`src/rtl/serial_link_physical_tx_mc_pkg.sv`:
```
// Shared types for the multi-channel serial link TX physical layer.
// Internal phase/config width is fixed so the shadow struct can live here.
package serial_link_physical_tx_mc_pkg;

  localparam int unsigned CfgW = 8;

  typedef enum logic [0:0] {
    IDLE = 1'b0,
    RUN  = 1'b1
  } phy_tx_state_e;

  typedef struct packed {
    logic [CfgW-1:0] div;
    logic [CfgW-1:0] half;
    logic [CfgW-1:0] shift_start;
    logic [CfgW-1:0] shift_end;
    logic            ddr;
  } phy_cfg_t;

  // Divisors of 0 or 1 cannot produce two clock phases, so they run as 2.
  function automatic logic [CfgW-1:0] clamp_div(input logic [CfgW-1:0] div);
    return (div < CfgW'(2)) ? CfgW'(2) : div;
  endfunction

endpackage

```
`src/rtl/serial_link_physical_tx_mc_if.sv`:
```
// Beat handshake between the data-link layer (master) and the TX PHY (slave).
interface serial_link_physical_tx_mc_if #(
  parameter int unsigned NumChannels = 1,
  parameter int unsigned BeatW       = 16
);
  logic [NumChannels*BeatW-1:0] data_out;
  logic                         data_out_valid;
  logic                         data_out_ready;

  modport master (output data_out, output data_out_valid, input data_out_ready);
  modport slave  (input data_out, input data_out_valid, output data_out_ready);
endinterface

```
`src/rtl/serial_link_physical_tx_mc_clk_gen.sv`:
```
// Beat phase counter and forwarded-clock flop, shared by all channels.
// The clock is only ever set or cleared, so its polarity cannot drift.
module serial_link_phy_clk_gen
  import serial_link_physical_tx_mc_pkg::*;
(
  input  logic     clk_i,
  input  logic     rst_ni,
  input  logic     run_i,
  input  logic     run_next_i,
  input  phy_cfg_t cfg_i,
  output logic     wrap_o,
  output logic     low_half_o,
  output logic     clk_o
);

  logic [CfgW-1:0] cnt_q, cnt_d;
  logic            clk_q, clk_d;

  assign wrap_o     = (cnt_q == cfg_i.div - CfgW'(1));
  assign low_half_o = (cnt_q < cfg_i.half);
  assign clk_o      = clk_q;

  always_comb begin
    cnt_d = cnt_q + CfgW'(1);
    if (!run_i || wrap_o) cnt_d = '0;

    // End beats start so equal settings leave the clock high; a stop always parks it high.
    clk_d = clk_q;
    if (!run_i || !run_next_i)              clk_d = 1'b1;
    else if (cnt_q == cfg_i.shift_end)      clk_d = 1'b1;
    else if (cnt_q == cfg_i.shift_start)    clk_d = 1'b0;
  end

  always_ff @(posedge clk_i or negedge rst_ni) begin
    if (!rst_ni) begin
      cnt_q <= '0;
      clk_q <= 1'b1;
    end else begin
      cnt_q <= cnt_d;
      clk_q <= clk_d;
    end
  end

endmodule

```
`src/rtl/serial_link_physical_tx_mc.sv`:
```
// Multi-channel source-synchronous TX PHY: beat register, config shadows,
// per-channel DDR/SDR lane mux and gated forwarded clocks.
//   state | meaning
//   IDLE  | no beat on the wire; clocks high, lanes low, config shadows track inputs
//   RUN   | driving a beat; config frozen, counter walks 0..div-1
module serial_link_physical_tx_mc
  import serial_link_physical_tx_mc_pkg::*;
#(
  parameter  int unsigned NumChannels = 1,
  parameter  int unsigned NumLanes    = 8,
  parameter  int unsigned MaxClkDiv   = 32,
  parameter  bit          EnDdr       = 1'b1,
  localparam int unsigned BeatW       = NumLanes * (EnDdr ? 2 : 1),
  localparam int unsigned CntW        = $clog2(MaxClkDiv) + 1
) (
  input  logic                            clk_i,
  input  logic                            rst_ni,
  input  logic [CntW-1:0]                 clk_div_i,
  input  logic [CntW-1:0]                 clk_shift_start_i,
  input  logic [CntW-1:0]                 clk_shift_end_i,
  input  logic                            ddr_mode_i,
  input  logic [NumChannels-1:0]          chan_en_i,
  input  logic                            train_en_i,
  input  logic [NumLanes-1:0]             train_pattern_i,
  serial_link_physical_tx_mc_if.slave     bus,
  output logic                            busy_o,
  output logic [NumChannels-1:0]          ddr_rcv_clk_o,
  output logic [NumChannels*NumLanes-1:0] ddr_o
);

  phy_tx_state_e                state_q, state_d;
  phy_cfg_t                     cfg_q, cfg_d, cfg_live;
  logic [NumChannels-1:0]       chan_en_q, chan_en_d;
  logic [NumChannels*BeatW-1:0] beat_q, beat_d, train_beat;
  logic                         bnd, ready, wrap, low_half, fwd_clk, run_q, run_d;

  always_comb begin
    cfg_live             = '0;
    cfg_live.div         = clamp_div(CfgW'(clk_div_i));
    cfg_live.half        = cfg_live.div >> 1;
    cfg_live.shift_start = CfgW'(clk_shift_start_i);
    cfg_live.shift_end   = CfgW'(clk_shift_end_i);
    cfg_live.ddr         = ddr_mode_i & EnDdr;
  end

  assign cfg_d     = (state_q == IDLE) ? cfg_live  : cfg_q;
  assign chan_en_d = (state_q == IDLE) ? chan_en_i : chan_en_q;

  for (genvar c = 0; c < NumChannels; c++) begin : g_train
    if (EnDdr) begin : g_ddr
      assign train_beat[c*BeatW +: BeatW] = cfg_d.ddr ? {~train_pattern_i, train_pattern_i}
                                                      : {{NumLanes{1'b0}}, train_pattern_i};
    end else begin : g_sdr
      assign train_beat[c*BeatW +: BeatW] = train_pattern_i;
    end
  end

  always_comb begin
    state_d = state_q;
    beat_d  = beat_q;
    bnd     = (state_q == IDLE) || wrap;
    // Reset term keeps the upstream from seeing a handshake while flops are held.
    ready   = bnd && !train_en_i && rst_ni;
    if (bnd) begin
      if (train_en_i) begin
        beat_d  = train_beat;
        state_d = RUN;
      end else if (bus.data_out_valid && ready) begin
        beat_d  = bus.data_out;
        state_d = RUN;
      end else begin
        state_d = IDLE;
      end
    end
  end

  always_ff @(posedge clk_i or negedge rst_ni) begin
    if (!rst_ni) begin
      state_q   <= IDLE;
      cfg_q     <= '{div: CfgW'(2), half: CfgW'(1), shift_start: '0, shift_end: '0, ddr: 1'b0};
      chan_en_q <= '0;
      beat_q    <= '0;
    end else begin
      state_q   <= state_d;
      cfg_q     <= cfg_d;
      chan_en_q <= chan_en_d;
      beat_q    <= beat_d;
    end
  end

  assign run_q               = (state_q == RUN);
  assign run_d               = (state_d == RUN);
  assign busy_o              = run_q;
  assign bus.data_out_ready  = ready;

  serial_link_phy_clk_gen u_clk_gen (
    .clk_i      (clk_i),
    .rst_ni     (rst_ni),
    .run_i      (run_q),
    .run_next_i (run_d),
    .cfg_i      (cfg_q),
    .wrap_o     (wrap),
    .low_half_o (low_half),
    .clk_o      (fwd_clk)
  );

  for (genvar c = 0; c < NumChannels; c++) begin : g_chan
    logic [BeatW-1:0]    chunk;
    logic [NumLanes-1:0] lanes;

    assign chunk = beat_q[c*BeatW +: BeatW];

    if (EnDdr) begin : g_ddr
      assign lanes = (cfg_q.ddr && !low_half) ? chunk[2*NumLanes-1:NumLanes] : chunk[NumLanes-1:0];
    end else begin : g_sdr
      assign lanes = chunk[NumLanes-1:0];
    end

    assign ddr_o[c*NumLanes +: NumLanes] = (run_q && chan_en_q[c]) ? lanes : '0;
    assign ddr_rcv_clk_o[c]              = fwd_clk | ~chan_en_q[c];
  end

endmodule

```
`src/flat_wrapper.sv`:
```
// flat-port wrapper written by rule: the top's interface ports become plain ports
module serial_link_physical_tx_mc_flat import serial_link_physical_tx_mc_pkg::*;
#(
  parameter  int unsigned NumChannels = 1,
  parameter  int unsigned NumLanes    = 8,
  parameter  int unsigned MaxClkDiv   = 32,
  parameter  bit          EnDdr       = 1'b1,
  localparam int unsigned BeatW       = NumLanes * (EnDdr ? 2 : 1),
  localparam int unsigned CntW        = $clog2(MaxClkDiv) + 1
)
  (clk_i, rst_ni, clk_div_i, clk_shift_start_i, clk_shift_end_i, ddr_mode_i, chan_en_i, train_en_i, train_pattern_i, busy_o, ddr_rcv_clk_o, ddr_o, bus_data_out, bus_data_out_valid, bus_data_out_ready);
  serial_link_physical_tx_mc_if #(.NumChannels(NumChannels), .BeatW((16))) bus_i ();
  input  logic clk_i;
  input  logic rst_ni;
  input  logic [CntW-1:0] clk_div_i;
  input  logic [CntW-1:0] clk_shift_start_i;
  input  logic [CntW-1:0] clk_shift_end_i;
  input  logic ddr_mode_i;
  input  logic [NumChannels-1:0] chan_en_i;
  input  logic train_en_i;
  input  logic [NumLanes-1:0] train_pattern_i;
  output logic busy_o;
  output logic [NumChannels-1:0] ddr_rcv_clk_o;
  output logic [NumChannels*NumLanes-1:0] ddr_o;
  input wire logic [$bits(bus_i.data_out)-1:0] bus_data_out;
  input wire logic [$bits(bus_i.data_out_valid)-1:0] bus_data_out_valid;
  output wire logic [$bits(bus_i.data_out_ready)-1:0] bus_data_out_ready;
  assign bus_i.data_out = bus_data_out;
  assign bus_i.data_out_valid = bus_data_out_valid;
  assign bus_data_out_ready = bus_i.data_out_ready;
  serial_link_physical_tx_mc #(.NumChannels(NumChannels), .NumLanes(NumLanes), .MaxClkDiv(MaxClkDiv), .EnDdr(EnDdr)) u_core (.clk_i(clk_i), .rst_ni(rst_ni), .clk_div_i(clk_div_i), .clk_shift_start_i(clk_shift_start_i), .clk_shift_end_i(clk_shift_end_i), .ddr_mode_i(ddr_mode_i), .chan_en_i(chan_en_i), .train_en_i(train_en_i), .train_pattern_i(train_pattern_i), .bus(bus_i), .busy_o(busy_o), .ddr_rcv_clk_o(ddr_rcv_clk_o), .ddr_o(ddr_o));
endmodule
```
`config.mk`:
```
export PLATFORM = sky130hd
export DESIGN_NAME = serial_link_physical_tx_mc_flat
export DESIGN_NICKNAME = d
export VERILOG_FILES = /design/src/rtl/serial_link_physical_tx_mc_pkg.sv /design/src/rtl/serial_link_physical_tx_mc_if.sv /design/src/rtl/serial_link_physical_tx_mc_clk_gen.sv /design/src/rtl/serial_link_physical_tx_mc.sv /design/src/flat_wrapper.sv
export SDC_FILE = /design/constraint.sdc
export NUM_CORES = 1
export LEC_CHECK = 0
export CORE_ASPECT_RATIO = 1.4
export CORE_MARGIN = 2
export CORE_UTILIZATION = 48
export DETAILED_ROUTE_END_ITERATION = 8
export PLACE_DENSITY = 0.77
export REMOVE_ABC_BUFFERS = 1
export SLEW_MARGIN = 20
export SYNTH_ARGS = -nofsm -noshare
export SYNTH_HDL_FRONTEND = slang
export SYNTH_SLANG_ARGS = --single-unit
```
`constraint.sdc`:
```
create_clock -name clk_i -period 2.8 [get_ports clk_i]
set_input_delay 0.84 -clock clk_i [delete_from_list [all_inputs] [get_ports clk_i]]
set_output_delay 0.84 -clock clk_i [all_outputs]
set_load 0.01 [all_outputs]
```
* Yosys cells after proc, flatten, opt, wreduce, memory -nomap -nowiden *
Cells that the tools add are included.
Widths: inputs -> output; s select.

storage, ports and cells
  register bits after elaboration = 51
  bits of input ports = 48
  output and inout port bits = 11
  logic and storage cells = 50

operators by class
  add/sub/neg operators = 2
  order comparisons = 2
  equal/unequal tests = 3
  multiplexer cells = 14
  bitwise operators = 4
  reduce and logical (&&, ||, !) cells = 15

operator list
  kind                 number
  $mux 16              3
  $mux 8               3
  $eq 8x6->1           2
  $add 8x1->8 const B  1
  $eq 8x8->1           1
  $lt 8x5->1           1
  $not 8->8            1
  $mux 1               7
  $sub 6x1->7 const B  1
  $lt 6x2->1 const B   1
  $mux 6               1
  $logic_and 1x1->1    5
  $logic_not 1->1      4
  $logic_or 1x1->1     3
  $reduce_bool 3->1    1
  $not 1->1            2
  $reduce_and 2->1     1
  $reduce_bool 2->1    1
  $or 1x1->1           1

* Depth between registers and ports, before layout *
Gate-level depths: netlist of the first run.

  depth after elaboration = 12
  gate-level depth with buffers = 10
  mapped depth without buffers = 8

* By module *
A second synthesis of the first run with hierarchy kept.

second synthesis, totals
  cell total of the unflattened synthesis = 282
  area total of the unflattened synthesis = 2,871.5 um2

modules (own cells, without submodules)
  module                      instances  cells an instance  area each (um2)  seq. area each (um2)
  serial_link_physical_tx_mc  1          157                1,788.0          927.1
  serial_link_phy_clk_gen     1          125                1,083.5          226.5

* Worst setup path after synthesis of the first run *
Ideal clock, no wire load.

  path kind = reg2out
  start point = register u_core.cfg_q[26] (netlist bit)
  end point = output port bus_data_out_ready
  arrival = 2.233 ns
  required time = 1.960 ns
  slack = -0.273 ns
  cell stages (with the launch flop) = 10
  path buffers = 1
  path through = dfstp_2 > inv_1 > ha_1 > xnor2_1 > nor4b_1 > a22oi_1 > a211o_1 > buf_2 > o21ai_4 > and3b_1

between the ends
  longest elaborated chain between the ends = 5

ends and longest elaborated chain
  element                          line                                      RTL
  from (decl)                      serial_link_physical_tx_mc.sv:32          phy_cfg_t cfg_q, cfg_d, cfg_live;
  from (signal assigned)           serial_link_physical_tx_mc.sv:80          cfg_q <= '{div: CfgW'(2), half: CfgW'(1), shift_start: '0, shift_end: '0, ddr: 1'b0};
  from (signal assigned)           serial_link_physical_tx_mc.sv:85          cfg_q <= cfg_d;
  $sub 6x1->7                      serial_link_physical_tx_mc_clk_gen.sv:19  assign wrap_o = (cnt_q == cfg_i.div - CfgW'(1));
  $eq 8x8->1                       serial_link_physical_tx_mc_clk_gen.sv:19
  $logic_or 1x1->1                 serial_link_physical_tx_mc.sv:61          bnd = (state_q == IDLE) || wrap;
  $logic_and 1x1->1 (2 in series)  serial_link_physical_tx_mc.sv:63          ready = bnd && !train_en_i && rst_ni;
  to (decl)                        flat_wrapper.sv:27                        output wire logic [$bits(bus_i.data_out_ready)-1:0] bus_data_out_ready;

No other way between the ends.

* Final worst setup path of the first run *
Ends and elaborated chain as after synthesis.

==> flow_metrics.py, run 1 <==
metrics = {
    "run_status": {
        "outcome": "finished with violations",
        "failed_checks": "setup timing",
    },
    "floorplan": {
        "floorplan.die_area_mm2": 0.007327,
        "initial_core_util_pct": 48.92,
        "fp.coreArea_mm2": 0.006525,
        "die_x_um": 72.92,
        "core.rowCount": 35,
        "boundaryPins": 59,
        "die_h_um": 100.5,
    },
    "yosys": {
        "synth_top_family_by_area": "simple AND/OR/NAND/NOR gates",
        "synth-xor-area-share_pct": 6.586,
        "postSynthAreaPerCell_um2": 9.851,
        "synth-seq-cells": 46,
        "post_synth_inst_count": 324,
        "synth_async_sr_flop_share_pct": 100.0,
        "synth_area_mm2": 0.003192,
        "primary_flip_flop_cell_chosen_by_synthesis_mapping": "dfrtp_1",
        "synth.yosys.seq_area_share_pct": 36.14,
        "synthSimpleGateAreaFrac_pct": 18.82,
        "synth_edf_count": 0,
        "ys_types": 45,
        "yosys-mux-area-fraction_pct": 13.48,
        "yosysWarnings": 0,
        "synth-adder-area-share_pct": 2.352,
        "synthesized_area_fraction_occupied_by_ao_oa_aoi_and_oai_cells_pct": 17.72,
    },
    "sta": {
        "hold_viol_final": 0,
        "finalSetupViolations": 9,
        "setup_ws_ps": -447.3,
        "grt_setup_unrepaired": "true",
        "layout_worst_path_cycle_share_pct": 116.0,
        "worst_clock_skew_ps": 15.19,
        "max_clock_freq_ghz": 0.3079,
        "fin_worst_hold_slack_ps": 496.3,
        "report.final.slew_viol_count": 0,
        "max_slew_margin_pct": 58.30,
        "fin_crit_ps": 3247,
        "max_slew.worst_pin.slew_ps": 623.2,
    },
    "worst_setup_path": {
        "crit_required_ps": 1960,
        "critical_path.max_stage_delay_ps": 560,
        "crit_chain": "inv_2 -> ha_4 -> xor2_2 -> nor4_1 -> a22oi_1 -> a211o_1 -> o21ai_4 -> and3b_1 -> buf_2",
        "critical_path.startpoint_type": "register",
        "crit_path_max_fanout": 2,
        "crit_buf_inv": 2,
        "crit_family": "flip-flops",
        "endpoint_type_of_the_worst_setup_path": "primary output",
        "critical_path.slowest_cell": "dfstp_2",
        "crit_path_dat_ps": 2410,
        "timing.setup.critical_path_class": "reg2out",
    },
    "layout": {
        "layout_commonest_cell": "clkdlybuf4s50_1",
        "area_growth_pct": 29.60,
        "drive_gt1_share_pct": 27.54,
        "commonest_cells_after_routing_fill_and_taps_aside": "clkdlybuf4s50_1 (48), dfrtp_1 (41), nor2_1 (35), buf_4 (34), mux2i_1 (25)",
        "final.fill_count": 530,
        "antenna_diodes": 0,
        "fin_cells": 477,
        "design.final.nets": 456,
    },
    "job": {
        "max-cap-violations": 0,
    },
    "clocking": {
        "clock_path_buffers": 2,
        "cts_htree_levels": 2,
        "clock_pin_transition_on_the_worst_setup_and_hold_timing_paths_ps": 100,
        "tritoncts": "built",
        "hold_buffers": 0,
        "cts-buffers-inserted": 5,
        "clock_tree.root_cell": "clkbuf_8",
        "clkSinkCount": 46,
        "clock_insertion_delay_worst_skew_ps": 310,
    },
    "routing": {
        "detailroute.via_count": 2680,
        "tritonroute_pass_1_iters": 4,
        "wl_per_cell_um": 15.58,
        "drtIter0Drc": 105,
        "drt-total-wl_um": 7430,
        "detail_route.vias_per_cell": 5.618,
        "route.antenna.remaining_nets": 0,
        "drt_drc_violations_left": 0,
    },
    "pwr": {
        "p_per_area_mw_per_mm2": 979.1,
        "leakagePower_uw": 0.001799,
        "worst_ir_drop_vdd_mv": 0.5518,
    },
    "worst_hold_path": {
        "hp-class": "in2async",
    },
    "grt": {
        "grt_antenna_before_repair": 0,
        "largest_net_degree_at_the_start_of_global_routing": 35,
        "grt.total_usage_pct": 22.12,
        "grt_util_met2_pct": 39.58,
        "m3_gr_usage_pct": 2.900,
        "grt_pass1_wl_um": 12860,
        "grtUsageMet1_pct": 26.05,
        "busiest_layer": "met2",
        "grt_remaining_overflow": 0,
        "first_global_vias": 2824,
    },
    "placement": {
        "post-place-ws_ps": -633.8,
        "final_hpwl_dp_um": 5411,
        "place.gp.congestion": 0.7876,
        "port-buffer-count": 58,
        "placed_cells": 462,
    },
}
flip-flops by register name, summed over array words and instances, names as in the netlist:
name	cells
u_core.chan_en_q	1
u_core.u_clk_gen.clk_o	1
u_core.beat_q	16
u_core.cfg_q	19
u_core.u_clk_gen.cnt_q	8
u_core.busy_o	1
repair_timing:
item / 4_1_cts / 5_1_grt
setup buffers: 6 / 3
resized for setup: 47 / 4
pin swaps: 11 / 13
gates cloned: 0 / 0
setup endpoints to repair: 9 / 9
synthesized netlist by cell type, types with 2 or more instances:
| cell | number | share of area [%] |
|---|---|---|
| clkbuf_1 | 8 | 0.94 |
| a21o_1 | 11 | 2.6 |
| nand2_1 | 22 | 2.6 |
| ha_1 | 6 | 2.4 |
| o41ai_1 | 2 | 0.55 |
| nor2b_1 | 16 | 3.1 |
| o21ai_0 | 3 | 0.47 |
| a221o_1 | 8 | 2.5 |
| xnor2_1 | 11 | 3.0 |
| mux2i_1 | 25 | 7.8 |
| nand4_1 | 2 | 0.39 |
| nor3_2 | 10 | 3.1 |
| and3_1 | 2 | 0.39 |
| nor3_1 | 8 | 1.3 |
| a31oi_1 | 2 | 0.39 |
| a211oi_1 | 6 | 1.4 |
| nand3_1 | 7 | 1.1 |
| dfrtp_1 | 44 | 34 |
| a211oi_2 | 10 | 3.9 |
| o22ai_1 | 8 | 1.6 |
| inv_1 | 9 | 1.1 |
| a21oi_1 | 4 | 0.63 |
| nand2b_1 | 3 | 0.59 |
| buf_6 | 3 | 1.1 |
| nor4_1 | 2 | 0.39 |
| dfstp_2 | 2 | 1.6 |
| mux2_2 | 16 | 5.6 |
| xor2_1 | 13 | 3.6 |
| nor2_1 | 35 | 4.1 |
| buf_2 | 11 | 1.7 |
routing by layer:
layer / wire, um / part of all wire [%]
met1: 2965 / 40
met2: 4117 / 55
met3: 166 / 2.2
met4: 181 / 2.4
met5: 0 / 0
cell type report:
type / instances / area (um^2) / share of cell area (%)
flip-flops and latches: 46 / 1157 / 27.98
multi-input cells: 246 / 1943 / 46.98
inverters: 9 / 33.78 / 0.8167
clock inverters: 3 / 23.77 / 0.5747
repair buffers: 94 / 817.0 / 19.75
well taps: 74 / 92.59 / 2.238
clock buffers: 5 / 68.82 / 1.664
cell families (layout without fill, tap and decap cells):
family,after synthesis,in the layout
buffers and inverters,32,111
xor gates and xnor gates,24,24
muxes,41,41
DFF,46,46
adders and majority gates,6,6
AOI/OAI and AO/OA,62,62
and+or+nand+nor,113,113
report_power, final:
| group | switching [uW] | total [uW] | internal (uW) | leakage [uW] |
|---|---|---|---|---|
| Sequential | 229 | 1170 | 940 | 0.000568 |
| Clock | 250 | 429 | 179 | 0.0000408 |
| Combinational | 1240 | 2450 | 1210 | 0.00119 |
stage by stage:
| stage | setup TNS [ps] | util [%] | cell area (um^2) | total power, uW |
|---|---|---|---|---|
| floorplan | -752.2 | - | 3069 | 2681 |
| global placement | -3093 | 60.81 | 3968 | 3389 |
| detailed placement | -3221 | 60.81 | 3968 | 3474 |
| CTS | -1477 | 63.05 | 4114 | 4049 |
| global route | -2063 | 63.39 | 4136 | 4369 |
| finish | -1258 | 63.39 | 4136 | 4050 |
path summary, 6_finish.rpt:
kind                                   from                      to  slack, ps  cells after the start
setup / recovery           u_core.cfg_q[26]      bus_data_out_ready       -450                      9
hold / removal                       rst_ni        u_core.beat_q[9]        500                      2
setup reg to reg           u_core.cfg_q[26]       u_core.beat_q[10]        300                     10
hold reg to reg             u_core.cfg_q[2]         u_core.cfg_q[2]        540                      1
max in group asynchronous            rst_ni  u_core.u_clk_gen.clk_o       1600                      3
min in group clk_i          u_core.cfg_q[2]         u_core.cfg_q[2]        540                      1
(Power assumes the default switching activity.)
==> inputs of run 2 (changes only) <==
PLACE_DENSITY = 0.86   (was 0.77)
==> run 2 against run 1 <==
Net effect:
- critical path type unchanged
- largest cell class unchanged
- sequential share of layout area fell by 0.50 points
- clock skew fell by 13 ps
- the flow still finishes with violations (setup timing)
- critical endpoint unchanged
- die area did not move
- sequential power barely moved
==> flow_metrics.py, run 2 (synthesis gave the netlist of run 1 again) <==
metrics = {
    "run_status": {
        "outcome": "finished with violations",
        "failed_checks": "setup timing",
    },
    "floorplan": {
        "die_x_um": 72.92,
        "boundaryPins": 59,
        "core.rowCount": 35,
        "fp.coreArea_mm2": 0.006525,
        "die_h_um": 100.5,
        "floorplan.die_area_mm2": 0.007327,
        "initial_core_util_pct": 48.92,
    },
    "placement": {
        "place.gp.congestion": 0.8647,
        "port-buffer-count": 58,
        "final_hpwl_dp_um": 5670,
        "placed_cells": 464,
    },
    "clocking": {
        "clock_pin_transition_on_the_worst_setup_and_hold_timing_paths_ps": 90,
        "tritoncts": "built",
        "clock_path_buffers": 2,
        "clock_tree.root_cell": "clkbuf_8",
        "clock_insertion_delay_worst_skew_ps": 310,
        "clkSinkCount": 46,
        "cts-buffers-inserted": 5,
        "cts_htree_levels": 2,
        "hold_buffers": 0,
    },
    "routing": {
        "wl_per_cell_um": 17.35,
        "detailroute.via_count": 2808,
        "drt_drc_violations_left": 0,
        "drtIter0Drc": 163,
        "drt-total-wl_um": 8309,
        "met2_wirelength_um": 4453,
        "highest-signal-layer": "met4",
        "detail_route.vias_per_cell": 5.862,
        "wl_met3_um": 315,
        "wl_met1_um": 3229,
        "tritonroute_pass_1_iters": 4,
        "route.antenna.remaining_nets": 0,
    },
    "pwr": {
        "internal_power_summed_over_all_cells_uw": 2556,
        "switching_portion_of_total_power_pct": 41.41,
        "leakagePower_uw": 0.001843,
        "p_total_uw": 4362,
        "p_per_area_mw_per_mm2": 1039,
        "p_seq_share_pct": 26.6,
        "switching_power_summed_over_all_nets_uw": 1806,
        "part_of_the_power_in_combinational_logic_pct": 59.5,
        "worst_ir_drop_vdd_mv": 0.5217,
        "clock_power_share_pct": 13.9,
    },
    "grt": {
        "grt_remaining_overflow": 0,
        "grt.total_usage_pct": 23.45,
        "largest_net_degree_at_the_start_of_global_routing": 47,
        "grt_antenna_before_repair": 0,
        "first_global_vias": 2847,
        "grt_pass1_wl_um": 13300,
    },
    "layout": {
        "antenna_diodes": 0,
        "layout_commonest_cell": "clkdlybuf4s50_1",
        "largest_register_ff_count": 19,
        "final.fill_count": 482,
        "design.final.nets": 458,
        "area_growth_pct": 31.52,
        "largest_registers": "u_core.cfg_q x19, u_core.beat_q x16, u_core.u_clk_gen.cnt_q x8",
        "drive_gt1_share_pct": 27.16,
        "fin_cells": 479,
        "ff_latch_area_mm2": 0.001154,
        "multiInputGateArea_mm2": 0.001936,
        "commonest_cells_after_routing_fill_and_taps_aside": "clkdlybuf4s50_1 (48), dfrtp_1 (44), nor2_1 (35), buf_4 (35), mux2i_1 (25)",
        "largest-register": "u_core.cfg_q",
        "final_util_pct": 64.33,
    },
    "worst_setup_path": {
        "regToRegSetupSlack_ps": 310,
        "timing.rr.end": "u_core.beat_q[10]",
        "endpoint_type_of_the_worst_setup_path": "primary output",
        "timing.setup.critical_path_class": "reg2out",
        "r2r_start": "u_core.cfg_q[26]",
        "crit_required_ps": 1960,
        "critical_path.startpoint_type": "register",
        "timing.reg2reg.worst_path_depth": 10,
        "critical_path.slowest_cell": "dfstp_2",
        "crit_path_max_fanout": 2,
        "crit_path_start": "u_core.cfg_q[26]",
        "crit_path_dat_ps": 2330,
        "critical_path.max_stage_delay_ps": 540,
        "crit_chain": "inv_2 -> ha_4 -> xnor2_2 -> nor4_2 -> a22oi_1 -> a211o_1 -> o21ai_4 -> and3b_1 -> buf_2",
    },
    "sta": {
        "worst_clock_skew_ps": 2.561,
        "layout_worst_path_cycle_share_pct": 113.3,
        "grt_setup_unrepaired": "true",
        "max_slew.worst_pin.slew_ps": 642.3,
        "fin_worst_hold_slack_ps": 538.3,
        "setup_ws_ps": -373.1,
        "fin_crit_ps": 3173,
        "report.final.slew_viol_count": 0,
        "finalSetupViolations": 9,
        "max_clock_freq_ghz": 0.3151,
        "max_slew_margin_pct": 57.02,
        "hold_viol_final": 0,
        "tns_ps": -1222,
    },
    "job": {
        "max-cap-violations": 0,
    },
    "worst_hold_path": {
        "hold_ep": "u_core.cfg_q[3]",
        "worst_hold_path.num_cells": 1,
        "hp-class": "reg2reg",
        "holdCritStartpoint": "u_core.cfg_q[3]",
    },
}
==> run 2: cell count changes in the layout (fill, tap and decap cells not counted), sizes merged <==
cell	previous run	this run
buf	46	48
inv	10	9
clkinvlp	2	0
bufinv	0	2
clkinv	0	1
==> run 2: metal layers <==
layer | vias to the layer above | global-route usage (%)
met4 | 0 | 11.11
li1 | 1323 | -
met1 | 1375 | 26.71
met2 | 84 | 42.10
met5 | - | 0
met3 | 26 | 3.500
==> run 2: through the flow <==
stage	worst slack (ps)	area, um^2
4_1_cts	-429.3	4178
2_1_floorplan	-752.2	3069
6_report	-373.1	4198
5_1_grt	-461.2	4198
3_3_place_gp	-508.9	3995
3_5_place_dp	-548.6	3995
==> run 2: timing repair <==
item                                    4_1_cts  5_1_grt
endpoints found under the setup margin        9        9
setup buffers                                 6        1
pin swaps                                    12        6
gates resized for setup                      43        2
==> run 2: critical path: cells and delay by family, from the launching register on <==
kind | cells | cell delay, ps
compound gates | 3 | 560
simple gates | 2 | 420
fa+ha+maj | 1 | 210
flops | 1 | 540
xor+xnor | 1 | 140
buf+inv | 2 | 170
==> run 2: power by group through the flow <==
stage                     registers, uW  clock network (uW)  logic [uW]
after detailed placement           1180                   0        2360
after CTS                          1150                 612        2540
final                              1160                 608        2590
after global routing               1180                 629        2810
after floorplan                    1210                   0        1470
after global placement             1160                   0        2270
==> run 2: worst max-delay path by stage <==
stage                         end  slack (ps)  cells past startpoint
2_1_floorplan  bus_data_out_ready        -750                      8
3_3_place_gp   bus_data_out_ready        -510                      9
3_5_place_dp   bus_data_out_ready        -550                      9
4_1_cts        bus_data_out_ready        -430                      9
5_1_grt        bus_data_out_ready        -460                      9
6_report       bus_data_out_ready        -370                      9
==> run 2: layout make-up <==
cell class	instances	share of cell area, %
Inverter	9	0.8048
Clock buffer	5	1.639
Clock inverter	3	1.639
Timing Repair Buffer	96	20.12
Tap cell	74	2.206
Multi-Input combinational cell	246	46.11
Sequential cell	46	27.48
